==> src/rtl/tl_ul_initiator_if.sv <==
// TileLink-UL A/D channel pair between an initiator (master) and the crossbar (slave).
interface tl_ul_initiator_if #(
   parameter int ADDR_W = 32,
   parameter int DATA_W = 32,
   parameter int SRC_W  = 2
);
   logic                  a_valid;
   logic                  a_ready;
   logic [2:0]            a_opcode;
   logic [2:0]            a_param;
   logic [2:0]            a_size;
   logic [SRC_W-1:0]      a_source;
   logic [ADDR_W-1:0]     a_address;
   logic [DATA_W-1:0]     a_data;
   logic [DATA_W/8-1:0]   a_mask;

   logic                  d_valid;
   logic                  d_ready;
   logic [2:0]            d_opcode;
   logic [SRC_W-1:0]      d_source;
   logic [DATA_W-1:0]     d_data;
   logic                  d_denied;
   logic                  d_corrupt;

   modport master (
      output a_valid, a_opcode, a_param, a_size, a_source, a_address, a_data, a_mask,
      input  a_ready,
      input  d_valid, d_opcode, d_source, d_data, d_denied, d_corrupt,
      output d_ready
   );

   modport slave (
      input  a_valid, a_opcode, a_param, a_size, a_source, a_address, a_data, a_mask,
      output a_ready,
      output d_valid, d_opcode, d_source, d_data, d_denied, d_corrupt,
      input  d_ready
   );
endinterface

==> src/rtl/tl_ul_initiator.sv <==
// TL-UL initiator: issues client commands on A with a pooled source ID, retires D
// responses to the client and flags opcode/source protocol violations (sticky).
module tl_ul_initiator #(
   parameter int ADDR_W = 32,
   parameter int DATA_W = 32,
   parameter int SRC_W  = 2
) (
   input  logic                clock,
   input  logic                reset_n,
   input  logic                cmd_valid,
   output logic                cmd_ready,
   input  logic [2:0]          cmd_opcode,
   input  logic [2:0]          cmd_param,
   input  logic [2:0]          cmd_size,
   input  logic [ADDR_W-1:0]   cmd_address,
   input  logic [DATA_W-1:0]   cmd_data,
   input  logic [DATA_W/8-1:0] cmd_mask,
   tl_ul_initiator_if.master   tl,
   output logic                rsp_valid,
   input  logic                rsp_ready,
   output logic [DATA_W-1:0]   rsp_data,
   output logic [SRC_W-1:0]    rsp_source,
   output logic                rsp_error,
   output logic [SRC_W:0]      outstanding,
   output logic                proto_err
);
   localparam int NSRC   = 1 << SRC_W;
   localparam int MASK_W = DATA_W / 8;

   localparam logic [2:0] D_ACK      = 3'd0;
   localparam logic [2:0] D_ACK_DATA = 3'd1;
   localparam logic [2:0] D_HINT_ACK = 3'd2;

   function automatic logic [2:0] expected_d_op(input logic [2:0] op);
      case (op)
         3'd0, 3'd1:       return D_ACK;
         3'd2, 3'd3, 3'd4: return D_ACK_DATA;
         default:          return D_HINT_ACK;
      endcase
   endfunction

   logic                   ready_en;
   logic                   a_valid_q;
   logic [2:0]             a_opcode_q, a_param_q, a_size_q;
   logic [SRC_W-1:0]       a_source_q;
   logic [ADDR_W-1:0]      a_address_q;
   logic [DATA_W-1:0]      a_data_q;
   logic [MASK_W-1:0]      a_mask_q;
   logic [NSRC-1:0]        busy_q, busy_nxt;
   logic [NSRC-1:0][2:0]   exp_q;
   logic [SRC_W:0]         outstanding_q;
   logic                   rsp_valid_q, rsp_error_q, proto_err_q;
   logic [DATA_W-1:0]      rsp_data_q;
   logic [SRC_W-1:0]       rsp_source_q;

   logic                   cmd_legal, cmd_fire, alloc;
   logic [SRC_W-1:0]       alloc_id;
   logic                   d_ready_w, d_fire, d_hit, d_op_bad, retire;

   assign cmd_legal = (cmd_opcode <= 3'd5);
   assign cmd_ready = ready_en && (!a_valid_q || tl.a_ready) && !(&busy_q);
   assign cmd_fire  = cmd_valid && cmd_ready;
   assign alloc     = cmd_fire && cmd_legal;

   assign d_ready_w = !rsp_valid_q || rsp_ready;
   assign d_fire    = tl.d_valid && d_ready_w;
   assign d_hit     = busy_q[tl.d_source];
   assign d_op_bad  = (exp_q[tl.d_source] != tl.d_opcode);
   assign retire    = d_fire && d_hit;

   // Allocation looks only at the registered bitmap, so an ID freed this cycle waits a cycle.
   always_comb begin
      // NOTE: every always_comb output gets a default first so no path can infer a latch.
      alloc_id = '0;
      for (int i = NSRC - 1; i >= 0; i--) begin
         if (!busy_q[i]) alloc_id = SRC_W'(i);
      end
   end

   always_comb begin
      busy_nxt = busy_q;
      if (retire) busy_nxt[tl.d_source] = 1'b0;
      if (alloc)  busy_nxt[alloc_id]    = 1'b1;
   end

   // NOTE: sequential state uses non-blocking assignments so every flop samples pre-edge values.
   always_ff @(posedge clock or negedge reset_n) begin
      if (!reset_n) begin
         ready_en    <= 1'b0;
         a_valid_q   <= 1'b0;
         a_opcode_q  <= '0;
         a_param_q   <= '0;
         a_size_q    <= '0;
         a_source_q  <= '0;
         a_address_q <= '0;
         a_data_q    <= '0;
         a_mask_q    <= '0;
      end else begin
         ready_en <= 1'b1;
         if (alloc) begin
            a_valid_q   <= 1'b1;
            a_opcode_q  <= cmd_opcode;
            a_param_q   <= cmd_param;
            a_size_q    <= cmd_size;
            a_source_q  <= alloc_id;
            a_address_q <= cmd_address;
            a_data_q    <= cmd_data;
            a_mask_q    <= cmd_mask;
         end else if (tl.a_ready) begin
            a_valid_q <= 1'b0;
         end
      end
   end

   always_ff @(posedge clock or negedge reset_n) begin
      if (!reset_n) begin
         busy_q        <= '0;
         // NOTE: the expected-opcode table is a handful of flops, so it is reset like any other state.
         exp_q         <= '0;
         outstanding_q <= '0;
      end else begin
         busy_q <= busy_nxt;
         if (alloc) exp_q[alloc_id] <= expected_d_op(cmd_opcode);
         case ({alloc, retire})
            2'b10:   outstanding_q <= outstanding_q + (SRC_W+1)'(1);
            2'b01:   outstanding_q <= outstanding_q - (SRC_W+1)'(1);
            default: outstanding_q <= outstanding_q;
         endcase
      end
   end

   always_ff @(posedge clock or negedge reset_n) begin
      if (!reset_n) begin
         rsp_valid_q  <= 1'b0;
         rsp_data_q   <= '0;
         rsp_source_q <= '0;
         rsp_error_q  <= 1'b0;
         proto_err_q  <= 1'b0;
      end else begin
         if (retire) begin
            rsp_valid_q  <= 1'b1;
            rsp_data_q   <= tl.d_data;
            rsp_source_q <= tl.d_source;
            rsp_error_q  <= tl.d_denied | tl.d_corrupt;
         end else if (rsp_ready) begin
            rsp_valid_q <= 1'b0;
         end
         if ((cmd_fire && !cmd_legal) || (d_fire && (!d_hit || d_op_bad)))
            proto_err_q <= 1'b1;
      end
   end

   assign tl.a_valid   = a_valid_q;
   assign tl.a_opcode  = a_opcode_q;
   assign tl.a_param   = a_param_q;
   assign tl.a_size    = a_size_q;
   assign tl.a_source  = a_source_q;
   assign tl.a_address = a_address_q;
   assign tl.a_data    = a_data_q;
   assign tl.a_mask    = a_mask_q;
   assign tl.d_ready   = d_ready_w;

   assign rsp_valid   = rsp_valid_q;
   assign rsp_data    = rsp_data_q;
   assign rsp_source  = rsp_source_q;
   assign rsp_error   = rsp_error_q;
   assign outstanding = outstanding_q;
   assign proto_err   = proto_err_q;
endmodule

==> src/flat_wrapper.sv <==
// flat-port wrapper written by rule: the top's interface ports become plain ports
module tl_ul_initiator_flat 
#(
   parameter int ADDR_W = 32,
   parameter int DATA_W = 32,
   parameter int SRC_W  = 2
)
  (clock, reset_n, cmd_valid, cmd_ready, cmd_opcode, cmd_param, cmd_size, cmd_address, cmd_data, cmd_mask, rsp_valid, rsp_ready, rsp_data, rsp_source, rsp_error, outstanding, proto_err, tl_a_valid, tl_a_opcode, tl_a_param, tl_a_size, tl_a_source, tl_a_address, tl_a_data, tl_a_mask, tl_a_ready, tl_d_valid, tl_d_opcode, tl_d_source, tl_d_data, tl_d_denied, tl_d_corrupt, tl_d_ready);
  tl_ul_initiator_if #(.ADDR_W(ADDR_W), .DATA_W(DATA_W), .SRC_W(SRC_W)) tl_i ();
  input  logic clock;
  input  logic reset_n;
  input  logic cmd_valid;
  output logic cmd_ready;
  input  logic [2:0] cmd_opcode;
  input  logic [2:0] cmd_param;
  input  logic [2:0] cmd_size;
  input  logic [ADDR_W-1:0] cmd_address;
  input  logic [DATA_W-1:0] cmd_data;
  input  logic [DATA_W/8-1:0] cmd_mask;
  output logic rsp_valid;
  input  logic rsp_ready;
  output logic [DATA_W-1:0] rsp_data;
  output logic [SRC_W-1:0] rsp_source;
  output logic rsp_error;
  output logic [SRC_W:0] outstanding;
  output logic proto_err;
  output wire logic [$bits(tl_i.a_valid)-1:0] tl_a_valid;
  output wire logic [$bits(tl_i.a_opcode)-1:0] tl_a_opcode;
  output wire logic [$bits(tl_i.a_param)-1:0] tl_a_param;
  output wire logic [$bits(tl_i.a_size)-1:0] tl_a_size;
  output wire logic [$bits(tl_i.a_source)-1:0] tl_a_source;
  output wire logic [$bits(tl_i.a_address)-1:0] tl_a_address;
  output wire logic [$bits(tl_i.a_data)-1:0] tl_a_data;
  output wire logic [$bits(tl_i.a_mask)-1:0] tl_a_mask;
  input wire logic [$bits(tl_i.a_ready)-1:0] tl_a_ready;
  input wire logic [$bits(tl_i.d_valid)-1:0] tl_d_valid;
  input wire logic [$bits(tl_i.d_opcode)-1:0] tl_d_opcode;
  input wire logic [$bits(tl_i.d_source)-1:0] tl_d_source;
  input wire logic [$bits(tl_i.d_data)-1:0] tl_d_data;
  input wire logic [$bits(tl_i.d_denied)-1:0] tl_d_denied;
  input wire logic [$bits(tl_i.d_corrupt)-1:0] tl_d_corrupt;
  output wire logic [$bits(tl_i.d_ready)-1:0] tl_d_ready;
  assign tl_a_valid = tl_i.a_valid;
  assign tl_a_opcode = tl_i.a_opcode;
  assign tl_a_param = tl_i.a_param;
  assign tl_a_size = tl_i.a_size;
  assign tl_a_source = tl_i.a_source;
  assign tl_a_address = tl_i.a_address;
  assign tl_a_data = tl_i.a_data;
  assign tl_a_mask = tl_i.a_mask;
  assign tl_i.a_ready = tl_a_ready;
  assign tl_i.d_valid = tl_d_valid;
  assign tl_i.d_opcode = tl_d_opcode;
  assign tl_i.d_source = tl_d_source;
  assign tl_i.d_data = tl_d_data;
  assign tl_i.d_denied = tl_d_denied;
  assign tl_i.d_corrupt = tl_d_corrupt;
  assign tl_d_ready = tl_i.d_ready;
  tl_ul_initiator #(.ADDR_W(ADDR_W), .DATA_W(DATA_W), .SRC_W(SRC_W)) u_core (.clock(clock), .reset_n(reset_n), .cmd_valid(cmd_valid), .cmd_ready(cmd_ready), .cmd_opcode(cmd_opcode), .cmd_param(cmd_param), .cmd_size(cmd_size), .cmd_address(cmd_address), .cmd_data(cmd_data), .cmd_mask(cmd_mask), .tl(tl_i), .rsp_valid(rsp_valid), .rsp_ready(rsp_ready), .rsp_data(rsp_data), .rsp_source(rsp_source), .rsp_error(rsp_error), .outstanding(outstanding), .proto_err(proto_err));
endmodule
==> config.mk <==
export PLATFORM = sky130hd
export DESIGN_NAME = tl_ul_initiator_flat
export DESIGN_NICKNAME = d
export VERILOG_FILES = /design/src/rtl/tl_ul_initiator_if.sv /design/src/rtl/tl_ul_initiator.sv /design/src/flat_wrapper.sv
export SDC_FILE = /design/constraint.sdc
export NUM_CORES = 1
export LEC_CHECK = 0
export ABC_CLOCK_PERIOD_IN_PS = 3200
export CAP_MARGIN = 20
export CORE_ASPECT_RATIO = 2
export CORE_MARGIN = 1.5
export CORE_UTILIZATION = 35
export CTS_BUF_LIST = sky130_fd_sc_hd__clkbuf_8
export CTS_CLUSTER_DIAMETER = 100
export DETAILED_ROUTE_END_ITERATION = 10
export GPL_TIMING_DRIVEN = 1
export PLACE_DENSITY = 0.76
export SLEW_MARGIN = 10
export SYNTH_ARGS = -nofsm -noshare
export SYNTH_HDL_FRONTEND = slang
export SYNTH_SLANG_ARGS = --single-unit
==> constraint.sdc <==
create_clock -name clock -period 3.2 [get_ports clock]
set_input_delay 0.64 -clock clock [delete_from_list [all_inputs] [get_ports clock]]
set_output_delay 0.64 -clock clock [all_outputs]
set_load 0.005 [all_outputs]
# --- Word-level counts from Yosys, hierarchy flattened ---
# Cells that the tools add are included.
# W data, S select, Z words.
word_totals:
  out_inout_bits: 122
  regBits: 137
op_classes:
  mux: 24
  bitwise: 4
  n_eq_ne: 7
  magnitude_cmp: 5
  add_sub_neg: 2
  reduce_logical: 26
ops:
  columns: ["op", "n"]
  rows:
  - ["$bwmux W12", 1]
  - ["$logic_and A1 B1 Y1", 10]
  - ["$mux W3", 3]
  - ["$mux W2", 4]
  - ["$mux W4", 2]
  - ["$mux W1", 7]
  - ["$bmux W3 S2", 1]
  - ["$demux W3 S2", 1]
  - ["$eq A3 B2 Y1 const B", 2]
  - ["$lt A2 B3 Y1 const B", 2]
  - ["$pmux W3 S2", 1]
  - ["$reduce_bool A2 Y1", 3]
  - ["$logic_not A1 Y1", 5]
  - ["$and A4 B4 Y4", 1]
  - ["$demux W1 S2", 2]
  - ["$ge A2 B1 Y1 const B", 2]
  - ["$logic_or A1 B1 Y1", 4]
  - ["$not A4 Y4", 1]
  - ["$or A4 B4 Y4", 1]
  - ["$pmux W2 S2", 1]
  - ["$reduce_and A4 Y1", 1]
  - ["$add A3 B1 Y3 const B", 1]
  - ["$eq A3 B1 Y1 const B", 1]
  - ["$eq A3 B3 Y1 const B", 1]
  - ["10 further kinds", 10]

# --- Logic depth before layout (Yosys ltp) ---
# Gate-level depths: netlist (run 1).
depth:
  word_depth: 10
  depth_mapped: 11

# --- Worst setup path before layout (run 1) ---
# Ideal clock, no wire load.
synth_timing:
  path_kind: "input -> register"
  from: "input port tl_d_source[0]"
  to: "register u_core.outstanding_q[2] (netlist: u_core.outstanding[2])"
  path_slack_ns: 0.491
  path_stages: 11
  n_path_buf: 3
  setup_ns: 0.125
  arrival_time_ns: 2.584
  cell_sequence: "buf_6 > mux4_2 > nand3_2 > buf_6 > buf_6 > inv_1 > ha_1 > fa_1 > xnor2_1 > nor2_1 > xor2_1"
synth_via:
  elab_chain_len: 5
  elab_cells_between_ends: 7
  cone_classes: "eq/ne (2); mux (3); reduce/logical (2)"
synth_rtl:
  columns: ["item", "line", "rtl"]
  rows:
  - ["start, declared", "flat_wrapper.sv:38", "input wire logic [$bits(tl_i.d_source)-1:0] tl_d_source;"]
  - ["$bmux W1 S2 *", "tl_ul_initiator.sv:67", "assign d_hit = busy_q[tl.d_source];"]
  - ["$mux W1 (implied by the code) *", "tl_ul_initiator.sv:67", null]
  - ["$logic_and A1 B1 Y1 *", "tl_ul_initiator.sv:69", "assign retire = d_fire && d_hit;"]
  - ["via u_core.retire", "tl_ul_initiator.sv:58", "logic d_ready_w, d_fire, d_hit, d_op_bad, retire;"]
  - ["$eq A2 B1 Y1 / $eq A2 B2 Y1 (equally long branches)", "tl_ul_initiator.sv:124", "case ({alloc, retire})"]
  - ["$pmux W3 S2 / $reduce_bool A2 Y1 (equally long branches)", null, null]
  - ["end signal, assigned", "tl_ul_initiator.sv:125", "2'b10: outstanding_q <= outstanding_q + (SRC_W+1)'(1);"]
  - ["end signal, assigned", "tl_ul_initiator.sv:126", "2'b01: outstanding_q <= outstanding_q - (SRC_W+1)'(1);"]
  - ["end signal, assigned", "tl_ul_initiator.sv:127", "default: outstanding_q <= outstanding_q;"]
  - ["end, declared", "tl_ul_initiator.sv:51", "logic [SRC_W:0] outstanding_q;"]
# The timed path passes the listed nets; every way through them passes the cells marked *. The select of a mux whose other input is x is not followed.
# A chain may end at the register's enable or synchronous reset.

# --- Worst setup path after layout (run 1) ---
layout_timing:
  from: "input port tl_a_ready"
  to: "output port cmd_ready"
layout_via:
  elab_chain_len: 3
layout_rtl:
  columns: ["item", "line", "rtl"]
  rows:
  - ["start, declared", "flat_wrapper.sv:35", "input wire logic [$bits(tl_i.a_ready)-1:0] tl_a_ready;"]
  - ["$logic_or A1 B1 Y1", "tl_ul_initiator.sv:61", "assign cmd_ready = ready_en && (!a_valid_q || tl.a_ready) && !(&busy_q);"]
  - ["$logic_and A1 B1 Y1 (2 in a row)", "tl_ul_initiator.sv:61", null]
  - ["end, declared", "flat_wrapper.sv:13", "output logic cmd_ready;"]
# No other way between the ends.

==> impl_results.md, run 1 <==
- Status: completed
- Final hold slack: 0.151 ns
- Largest family of logic cells by synthesized area: simple AND/OR/NAND/NOR gates
- Drt first pass iters: 4
- Wire per inst: 15.8 microns
- Final ANT Viol Nets: 0
- Simple-gate share of the synthesized area: 19.7%
- Final cell count without fillers: 939
- Clock buffer count from CTS: 17
- Syn Area/Cell: 10.8 sq um
- Initial antenna violation count: 0
- Slew Limit Fails: 0
- DRT iter0 DRCs: 126
- Post-CTS setup buffer count: 0
- Final setup violation count: 0
- DIE AREA: 15,700 sq um
- Max-slew headroom: 46.6%
- CTS tree: done
- FF-to-FF Start: u_core.busy_q[1]$_DFF_PN0_
- Flop2flop setup slack: 1.04 ns
- H-tree depth: 4
- Place WS: 0.293 ns
- Gpl congestion: 0.821
- Post-synthesis mux area share: 10.8%
- Mapped Cells: 484
- Die Wd: 89.4 microns
- Post-synth cell types: 37
- Maximum vdd drop: 0.418 mV
- Total core area: 14,700 sq um
- Synth warn: 0
- EDFF count, synth: 0
- Most frequent cell after synthesis: nand2_1
- Util after Layout: 56.2%
- CP cell instances: clkdlybuf4s50_1, nand2b_1, and3_1, clkdlybuf4s50_1
- Buf/Inv on CP: 2
- Post-route setup slack: 0.643 ns
- Total grt overflow: 0
- Post-route setup TNS: 0 ns
- Worst Path Max Fanout: 4
- Leak: 0.00386 uW
- Synth top cells by count: nand2_1 (234), dfrtp_1 (133), mux2_2 (43)
- Ys async rst share: 100%
- Synth area leader: dfrtp_1
- Clock transition at the registers of the reported paths: 0.07 ns
- Hold buffers post-CTS: 0
- Compound-cell area share of the yosys netlist: 1.46%
- I/O pins: 244
- Crit-path max cell delay: 0.49 ns
- Max Clock Freq: 391 MHz
- Placed insts: 907
- Number of global-route vias before repair: 4,605
- Syn nets: 608
- Site row count: 63
- Sink Count: 133
- Hold Path Class: in -> async
- RR Endpoint: u_core.outstanding[2]$_DFFE_PN0P_
- Cell family with most CP delay: buffers and inverters
- N_diodes: 0
- Die Height: 176 microns
- Crit end category: output port
- Layout Nets: 855
- CP most frequent cell: clkdlybuf4s50_1
- Critical path class: in -> out
- Top FF cell, synth: dfrtp_1
- Routed vias: 4,309
- GRT Util Overall: 19.5%
- Worst Path Required: 2.56 ns
- Crit start category: primary input
- Synth Cell Area: 5220 sq um
- Min cycle time layout: 2.56 ns
- Longest Clk Path Bufs: 2
- Post-Synth Adder-Cell Area: 0.623%
- Hold Fails Final Rpt: 0
- First-pass GRT wire length: 22.8 mm
- Power per Cell Area: 723 nW/um^2
- CP max-delay cell: clkdlybuf4s50_1
- DP Wirelength: 11.1 mm
- Worst skew pair latency: 0.44 ns
- Slew @ Worst Pin: 0.800 ns
- Largest net degree at the start of global routing: 77
- Final Routed Wirelength: 14.8 mm
- Starting density of the core: 35.4%
- Synth top area cells: dfrtp_1 (64%), nand2_1 (17%), mux2_2 (9.3%)
- RSZ-0062 raised after global routing: no
- Worst r2r path cells: 8
- Share of the synthesized area in the top cell type: 63.7%
- Port-buffer cells: 243
- Synth-to-Final Area Change: 58.6%
- Final cycle utilization of the critical path: 79.9%
- Arrival time at the worst endpoint: 1.92 ns
- Register area share after synthesis: 63.7%
- Number of fillers in the final layout: 1,295
- Root buffer cell: clkbuf_8
- Vias per std cell: 4.59
- #FFs+latches synth: 133
- DRC Markers: 0
- Post-CTS sizing: 0
- Post-Synth XOR/XNOR Area: 0.839%
- Clock skew: 0.0103 ns
- Layout cells sized above 1: 12.1%
- Max_cap viols: 0
==> report_power, final <==
group | switching, uW | total, uW | leakage (uW) | internal (uW)
logic | 666 | 1950 | 0.00201 | 1290
registers | 310 | 2500 | 0.00163 | 2190
clock network | 684 | 1540 | 0.000218 | 856
==> placed cells by master, fill, tap and decap left out, drive strengths merged, types with 5 or more instances in the layout <==
master / Yosys / layout
buf: 17 / 9
clkbuf: 6 / 17
clkdlybuf4s50: 0 / 242
clkinv: 0 / 5
dfrtp: 133 / 133
inv: 4 / 8
mux2: 44 / 44
nand2: 234 / 234
nor2: 5 / 5
==> worst max path at each step <==
stage / start / endpoint / cells after the start
finish: tl_a_ready / cmd_ready / 4
global route: tl_a_ready / cmd_ready / 4
global placement: tl_d_source[0] / u_core.outstanding[2]$_DFFE_PN0P_ / 9
floorplan: tl_d_source[0] / u_core.outstanding[2]$_DFFE_PN0P_ / 11
detailed placement: tl_d_source[0] / u_core.outstanding[2]$_DFFE_PN0P_ / 9
CTS: tl_a_ready / cmd_ready / 4
==> cells by family (layout without fill, tap and decap cells) <==
kind of cell,Yosys count,after routing
and+or+nand+nor,258,258
DFF,133,133
muxes,47,47
buffers and inverters,27,287
AOI/OAI and AO/OA,11,11
xor gates and xnor gates,5,5
adders and majority gates,2,2
other,1,1
==> through the flow <==
stage | power (uW) | area (sq um)
after floorplan | 3200 | 5220
after CTS | 6090 | 8280
final | 5990 | 8280
after global routing | 6340 | 8280
after detailed placement | 4510 | 7840
after global placement | 4410 | 7840
==> sequential cells by signal, summed over array words and instances, names as in the netlist <==
name and flops:
u_core.tl.a_size 3, u_core.rsp_valid 1, u_core.busy_q 4, u_core.tl.a_source 2, u_core.rsp_data 32, u_core.tl.a_data 32
u_core.tl.a_address 32, u_core.tl.a_opcode 3, u_core.rsp_source 2, u_core.tl.a_mask 4, u_core.rsp_error 1, u_core.ready_en 1
u_core.outstanding 3, u_core.proto_err 1, u_core.tl.a_valid 1, u_core.exp_q 8, u_core.tl.a_param 3
==> metal layers <==
layer  track usage, %  wire [microns]  vias up
li1                 -               -     2028
met1             18.2            4770     2064
met2             36.1            8480      180
met3             5.64             979       37
met4             11.1             572        0
met5                0               0        -
==> layout make-up <==
class	count	area [sq um]	share of cell area, %
tap	195	244	2.95
clock buffer	17	234	2.82
multi-input combinational	324	1750	21.1
clock inverter	15	205	2.48
sequential	133	3330	40.2
inverter	4	15.0	0.181
timing repair buffer	251	2510	30.3
(Power assumes the default switching activity.)
==> run 2, diff against run 1 <==
--- a/config.mk
+++ b/config.mk
@@ -5,7 +5,7 @@
 export SDC_FILE = /design/constraint.sdc
 export NUM_CORES = 1
 export LEC_CHECK = 0
-export ABC_CLOCK_PERIOD_IN_PS = 3200
+export ABC_CLOCK_PERIOD_IN_PS = 2600
 export CAP_MARGIN = 20
 export CORE_ASPECT_RATIO = 2
 export CORE_MARGIN = 1.5
==> constraint.sdc (replaced) <==
create_clock -name clock -period 2.6 [get_ports clock]
set_input_delay 0.52 -clock clock [delete_from_list [all_inputs] [get_ports clock]]
set_output_delay 0.52 -clock clock [all_outputs]
set_load 0.005 [all_outputs]
==> run 2 against run 1 <==
Critical path depth grew 5. Clock skew fell by 0.0016 ns. Clock power rose by 18%. Utilization increased by 0.40 points. Routed wire length shrank 1.0%. First-iteration DRC count is 8.7% lower. Power increased by 22%. Die area stayed put. Sequential share of layout area decreased by 0.28 points. Hold slack improved by 0.32 ns. Cell count increased by 0.96%.
==> impl_results.md, run 2 (synthesis results as in run 1) <==
- Status: completed
- Vias per std cell: 4.59 (about the same)
- Final Routed Wirelength: 14.7 mm (-1.0%)
- Largest net degree at the start of global routing: 77 (unchanged)
- Worst skew pair latency: 0.43 ns (about the same)
- DR WL met3: 935 microns (-4.5%)
- Routed vias: 4,351 (+0.97%)
- GRT Util Overall: 19.3% (-0.28 points)
- Hold Fails Final Rpt: 0 (unchanged)
- Slew @ Worst Pin: 0.788 ns (-0.0128 ns)
- CP cell instances: clkdlybuf4s50_1, mux4_2, nand3_2, inv_1, ha_1, fa_1, xnor2_1, nor2_1, xor2_1
- Final ANT Viol Nets: 0 (unchanged)
- Crit-path max cell delay: 0.53 ns (+0.04 ns)
- Buf/Inv on CP: 2 (unchanged)
- Port-buffer cells: 243 (unchanged)
- Crit end category: register
- I/O pins: 244 (unchanged)
- Power per Cell Area: 878 nW/um^2 (+21%)
- DRT iter0 DRCs: 115 (-8.7%)
- Min cycle time layout: 2.38 ns
- Most frequent cells in the layout: clkdlybuf4s50_1 (242), nand2_1 (234), dfrtp_1 (133)
- Number of global-route vias before repair: 4,614 (+0.20%)
- DIE AREA: 15,700 sq um (unchanged)
- Clock buffer count from CTS: 17 (unchanged)
- DRC Markers: 0 (unchanged)
- Starting density of the core: 35.4% (unchanged)
- Initial antenna violation count: 0 (unchanged)
- Wl on met1: 4.88 mm (+2.4%)
- Die Height: 176 microns (unchanged)
- H-tree depth: 4 (unchanged)
- Maximum vdd drop: 0.526 mV (+26%)
- Sink Count: 133 (unchanged)
- Synth-to-Final Area Change: 59.7%
- N_diodes: 0 (unchanged)
- Max_cap viols: 0 (unchanged)
- Wire per inst: 15.5 microns (-2.0%)
- Leading cell type in the layout, fill and taps excluded: clkdlybuf4s50_1
- Clock skew: 0.00869 ns (-0.00163 ns)
- Site row count: 63 (unchanged)
- Metal2 WL: 8.23 mm (-2.9%)
- Slew Limit Fails: 0 (unchanged)
- Hold Path Class: reg -> reg
- First-pass GRT wire length: 22.5 mm (-1.1%)
- Gpl congestion: 0.834 (+1.6%)
- Arrival time at the worst endpoint: 2.74 ns (+0.82 ns)
- Layout Nets: 864 (+1.1%)
- Cell family with most CP delay: adder cells
- Final cycle utilization of the critical path: 91.6%
- Clock transition at the registers of the reported paths: 0.07 ns (about the same)
- Total core area: 14,700 sq um (unchanged)
- Post-route setup slack: 0.220 ns (-0.423 ns)
- CTS tree: done
- Total grt overflow: 0 (unchanged)
- Uppermost layer routed: met4
- Die Wd: 89.4 microns (unchanged)
- Drt first pass iters: 6 (+2)
- DP Wirelength: 10.9 mm (-2.4%)
- CP max-delay cell: mux4_2
- Longest Clk Path Bufs: 2 (unchanged)
- Place WS: -0.217 ns (-0.510 ns)
- Worst Path Required: 2.96 ns (+0.40 ns)
- Critical path class: in -> reg
- Final hold slack: 0.475 ns (+0.325 ns)
- Max-slew headroom: 47.5% (+0.85 points)
- Worst Path Max Fanout: 2 (-2)
- Final setup violation count: 0 (unchanged)
- Root buffer cell: clkbuf_8
- RSZ-0062 raised after global routing: no
- Max Clock Freq: 420 MHz
- Layout cells sized above 1: 13.0% (+0.92 points)
- Crit start category: primary input
- Leak: 0.00389 uW (+0.94%)
==> run 2: cell types whose count changed in the layout (fill, tap and decap cells not counted) <==
cell           previous run  this run
inv_6                     3         1
clkinvlp_4                2         3
dlygate4sd3_1             0         1
clkinv_4                  4         2
buf_4                     7        15
bufinv_16                 4         3
clkinv_2                  1         2
clkbuf_8                 17        20
==> run 2: final timing paths <==
path	start	to	slack (ns)	depth (start not counted)
worst max-delay path	tl_d_source[0]	u_core.outstanding[2]$_DFFE_PN0P_	0.22	9
min in group asynchronous	reset_n	u_core.tl.a_address[0]$_DFFE_PN0P_	0.57	2
worst min-delay path	u_core.tl.a_param[2]$_DFFE_PN0P_	u_core.tl.a_param[2]$_DFFE_PN0P_	0.48	2
worst min register to register	u_core.tl.a_param[2]$_DFFE_PN0P_	u_core.tl.a_param[2]$_DFFE_PN0P_	0.48	2
worst max register to register	u_core.busy_q[1]$_DFF_PN0_	u_core.outstanding[2]$_DFFE_PN0P_	0.38	8
max in group asynchronous	reset_n	u_core.tl.a_address[13]$_DFFE_PN0P_	1.25	3
==> run 2: power by group <==
group / switching [uW] / internal, uW / total (uW)
registers: 375 / 2700 / 3070
clock network: 800 / 1020 / 1820
logic: 820 / 1610 / 2430
total: 2000 / 5330 / 7320
==> run 2: repair_timing <==
item	4_1_cts	5_1_grt
hold buffers	1	0
hold endpoints to repair	38	0
gates resized for setup	0	0
buffers inserted	0	0
==> run 2: area by class of cell <==
type | count | area (sq um)
flip-flops and latches | 133 | 3330
repair buffers | 260 | 2580
well taps | 195 | 244
inverters | 4 | 15.0
clock buffers | 20 | 275
multi-input cells | 324 | 1750
clock inverters | 12 | 153
fillers | 1298 | 6400
==> run 2: worst reg2reg max path, cell delays in order (launching register included) <==
cell and delay (ns):
dfrtp_1 0.46, mux4_2 0.50, nand3_2 0.10, inv_1 0.04, ha_1 0.22, fa_1 0.38
xnor2_1 0.14, nor2_1 0.15, xor2_1 0.16
==> run 2: metrics by stage <==
stage / cell area [sq um] / setup TNS [ns] / instances / util, % / power (uW)
after floorplan: 5220 / 0 / 484 / - / 3940
after global placement: 7900 / -0.818 / 915 / 53.6 / 5450
after detailed placement: 7900 / -1.51 / 915 / 53.6 / 5570
after CTS: 8340 / 0 / 948 / 56.6 / 7430
after global routing: 8340 / 0 / 948 / 56.6 / 7740
final: 8340 / 0 / 948 / 56.6 / 7320
==> run 2: layer usage <==
layer / vias up / global-route usage (%)
met2: 183 / 35.2
met1: 2085 / 18.3
met3: 39 / 5.83
met5: - / 0
met4: 0 / 10.6
li1: 2044 / -
==> run 3, diff against run 2 <==
--- a/config.mk
+++ b/config.mk
@@ -13,7 +13,7 @@
 export CTS_BUF_LIST = sky130_fd_sc_hd__clkbuf_8
 export CTS_CLUSTER_DIAMETER = 100
 export DETAILED_ROUTE_END_ITERATION = 10
-export GPL_TIMING_DRIVEN = 1
+export GPL_TIMING_DRIVEN = 0
 export PLACE_DENSITY = 0.76
 export SLEW_MARGIN = 10
 export SYNTH_ARGS = -nofsm -noshare
==> run 3 against run 2 <==
Clock skew rose by 0.0030 ns. Final area rose by 1.1%. Largest power group unchanged. Highest routed layer unchanged. Clock-buffer cell count fell by 1. Fmax fell by 3.2%. Hold slack got worse by 0.41 ns. Global-route usage rose by 1.2 points.
==> impl_results.md, run 3 (synthesis results as in run 1) <==
- Status: completed
- Worst r2r path cells: 9 (+1)
- Layout Nets: 874 (+1.2%)
- H-tree depth: 4 (unchanged)
- Routed vias: 4,433 (+1.9%)
- Slew Limit Fails: 0 (unchanged)
- DIE AREA: 15,700 sq um (unchanged)
- First-pass GRT wire length: 23.8 mm (+5.5%)
- Layout cells sized above 1: 13.8% (+0.75 points)
- FF-to-FF Start: u_core.busy_q[3]$_DFF_PN0_
- Die Wd: 89.4 microns (unchanged)
- Number of fillers in the final layout: 1,264 (-2.6%)
- Sink Count: 133 (unchanged)
- Most frequent cells in the layout: clkdlybuf4s50_1 (240), nand2_1 (234), dfrtp_1 (131)
- Total power: 7610 uW (+3.9%)
- Longest Clk Path Bufs: 2 (unchanged)
- Number of global-route vias before repair: 4,713 (+2.1%)
- Min cycle time layout: 2.46 ns (+0.0777 ns)
- Worst Path Max Fanout: 12 (+10)
- Hold Fails Final Rpt: 0 (unchanged)
- Total grt overflow: 0 (unchanged)
- Max Clock Freq: 407 MHz (-3.2%)
- Final cycle utilization of the critical path: 94.5% (+3.0 points)
- Synth-to-Final Area Change: 61.5%
- DRT iter0 DRCs: 147 (+28%)
- Arrival time at the worst endpoint: 2.79 ns (+0.05 ns)
- DP Wirelength: 11.9 mm (+9.2%)
- Leak: 0.00393 uW (+1.0%)
- Drt first pass iters: 4 (-2)
- CP Launch Point: cmd_opcode[2]
- Hold buffers post-CTS: 0 (-1)
- Largest net degree at the start of global routing: 72 (-6.5%)
- Max-slew headroom: 55.4% (+7.9 points)
- Power per Cell Area: 902 nW/um^2 (+2.8%)
- Final cell count without fillers: 958 (+1.1%)
- Post-route setup TNS: 0 ns (unchanged)
- Vias per std cell: 4.63 (+0.82%)
- Final hold slack: 0.0695 ns (-0.406 ns)
- Hold Path Class: in -> async
- RR Endpoint: u_core.outstanding[2]$_DFFE_PN0P_
- Site row count: 63 (unchanged)
- Root buffer cell: clkbuf_8
- Total core area: 14,700 sq um (unchanged)
- Gpl congestion: 0.840 (+0.68%)
- Final setup violation count: 0 (unchanged)
- Crit start category: primary input
- Die Height: 176 microns (unchanged)
- Starting density of the core: 35.4% (unchanged)
- Leading cell type in the layout, fill and taps excluded: clkdlybuf4s50_1
- Flop2flop setup slack: 0.16 ns (-0.22 ns)
- Port-buffer cells: 242 (-0.41%)
- Maximum vdd drop: 0.592 mV (+12%)
- Place WS: -0.676 ns (-0.459 ns)
- Clock transition at the registers of the reported paths: 0.08 ns (about the same)
- CTS tree: done
- Final ANT Viol Nets: 0 (unchanged)
- Critical path class: in -> reg
- Initial antenna violation count: 0 (unchanged)
- Final Routed Wirelength: 15.5 mm (+6.0%)
- Post-route setup slack: 0.142 ns (-0.0777 ns)
- Wire per inst: 16.2 microns (+4.9%)
- Placed insts: 922 (+0.77%)
- DRC Markers: 0 (unchanged)
- Clock skew: 0.0117 ns (+0.00297 ns)
- N_diodes: 0 (unchanged)
- Worst skew pair latency: 0.45 ns (+0.02 ns)
- Max_cap viols: 0 (unchanged)
- GRT Util Overall: 20.5% (+1.2 points)
- Worst Path Required: 2.94 ns (-0.02 ns)
- Crit end category: register
- I/O pins: 244 (unchanged)
- Clock buffer count from CTS: 17 (unchanged)
- Slew @ Worst Pin: 0.669 ns (-0.119 ns)
-- run 3: per-stage QoR --
step           cell area, sq um  util (%)
4_1_cts                    8410      57.1
6_report                   8430      57.2
5_1_grt                    8430      57.2
3_3_place_gp               7890      53.5
2_1_floorplan              5220         -
3_5_place_dp               7920      53.7
-- run 3: worst max-delay path, cell delays in order --
cell and delay (ns):
clkdlybuf4s50_1 0.56, nand2_1 0.10, and4_1 0.15, buf_2 0.16
inv_4 0.14, buf_4 0.22, ha_1 0.23, fa_1 0.43
mux2_2 0.27
-- run 3: what timing repair did --
| item | CTS | global route |
|---|---|---|
| gates cloned | 0 | 0 |
| pin swaps | 0 | 1 |
| setup buffers | 3 | 3 |
| gates resized for setup | 4 | 5 |
| hold endpoints to repair | 0 | 0 |
| endpoints found under the setup margin | 2 | 2 |
-- run 3: layer usage --
| layer | routed length (microns) | up-vias | GRT usage (%) |
|---|---|---|---|
| met5 | 0 | - | 0 |
| met3 | 993 | 44 | 6.02 |
| met1 | 5160 | 2132 | 20.0 |
| met2 | 8700 | 192 | 36.4 |
| met4 | 680 | 0 | 12.5 |
| li1 | - | 2065 | - |
-- run 3: layout make-up --
cell class                      instances  area [sq um]  area share, %
Tap cell                              195           244           2.89
Sequential cell                       133          3330           39.5
Multi-Input combinational cell        324          1760           20.9
Timing Repair Buffer                  249          2490           29.6
Clock buffer                           19           262           3.10
Clock inverter                         13           205           2.43
Buffer                                 21           120           1.42
Inverter                                4          17.5          0.208
-- run 3: worst max path at each step --
stage                                   endpoint  cells past startpoint
3_3_place_gp   u_core.outstanding[0]$_DFFE_PN0P_                      1
4_1_cts        u_core.outstanding[2]$_DFFE_PN0P_                     10
3_5_place_dp   u_core.outstanding[1]$_DFFE_PN0P_                     10
2_1_floorplan  u_core.outstanding[2]$_DFFE_PN0P_                     11
6_report       u_core.outstanding[1]$_DFFE_PN0P_                      9
5_1_grt        u_core.outstanding[2]$_DFFE_PN0P_                      9
-- run 3: power breakdown --
part / internal (uW) / leakage, uW / switching, uW
registers: 2700 / 0.00163 / 375
logic: 1660 / 0.00207 / 863
clock network: 1190 / 0.000233 / 824
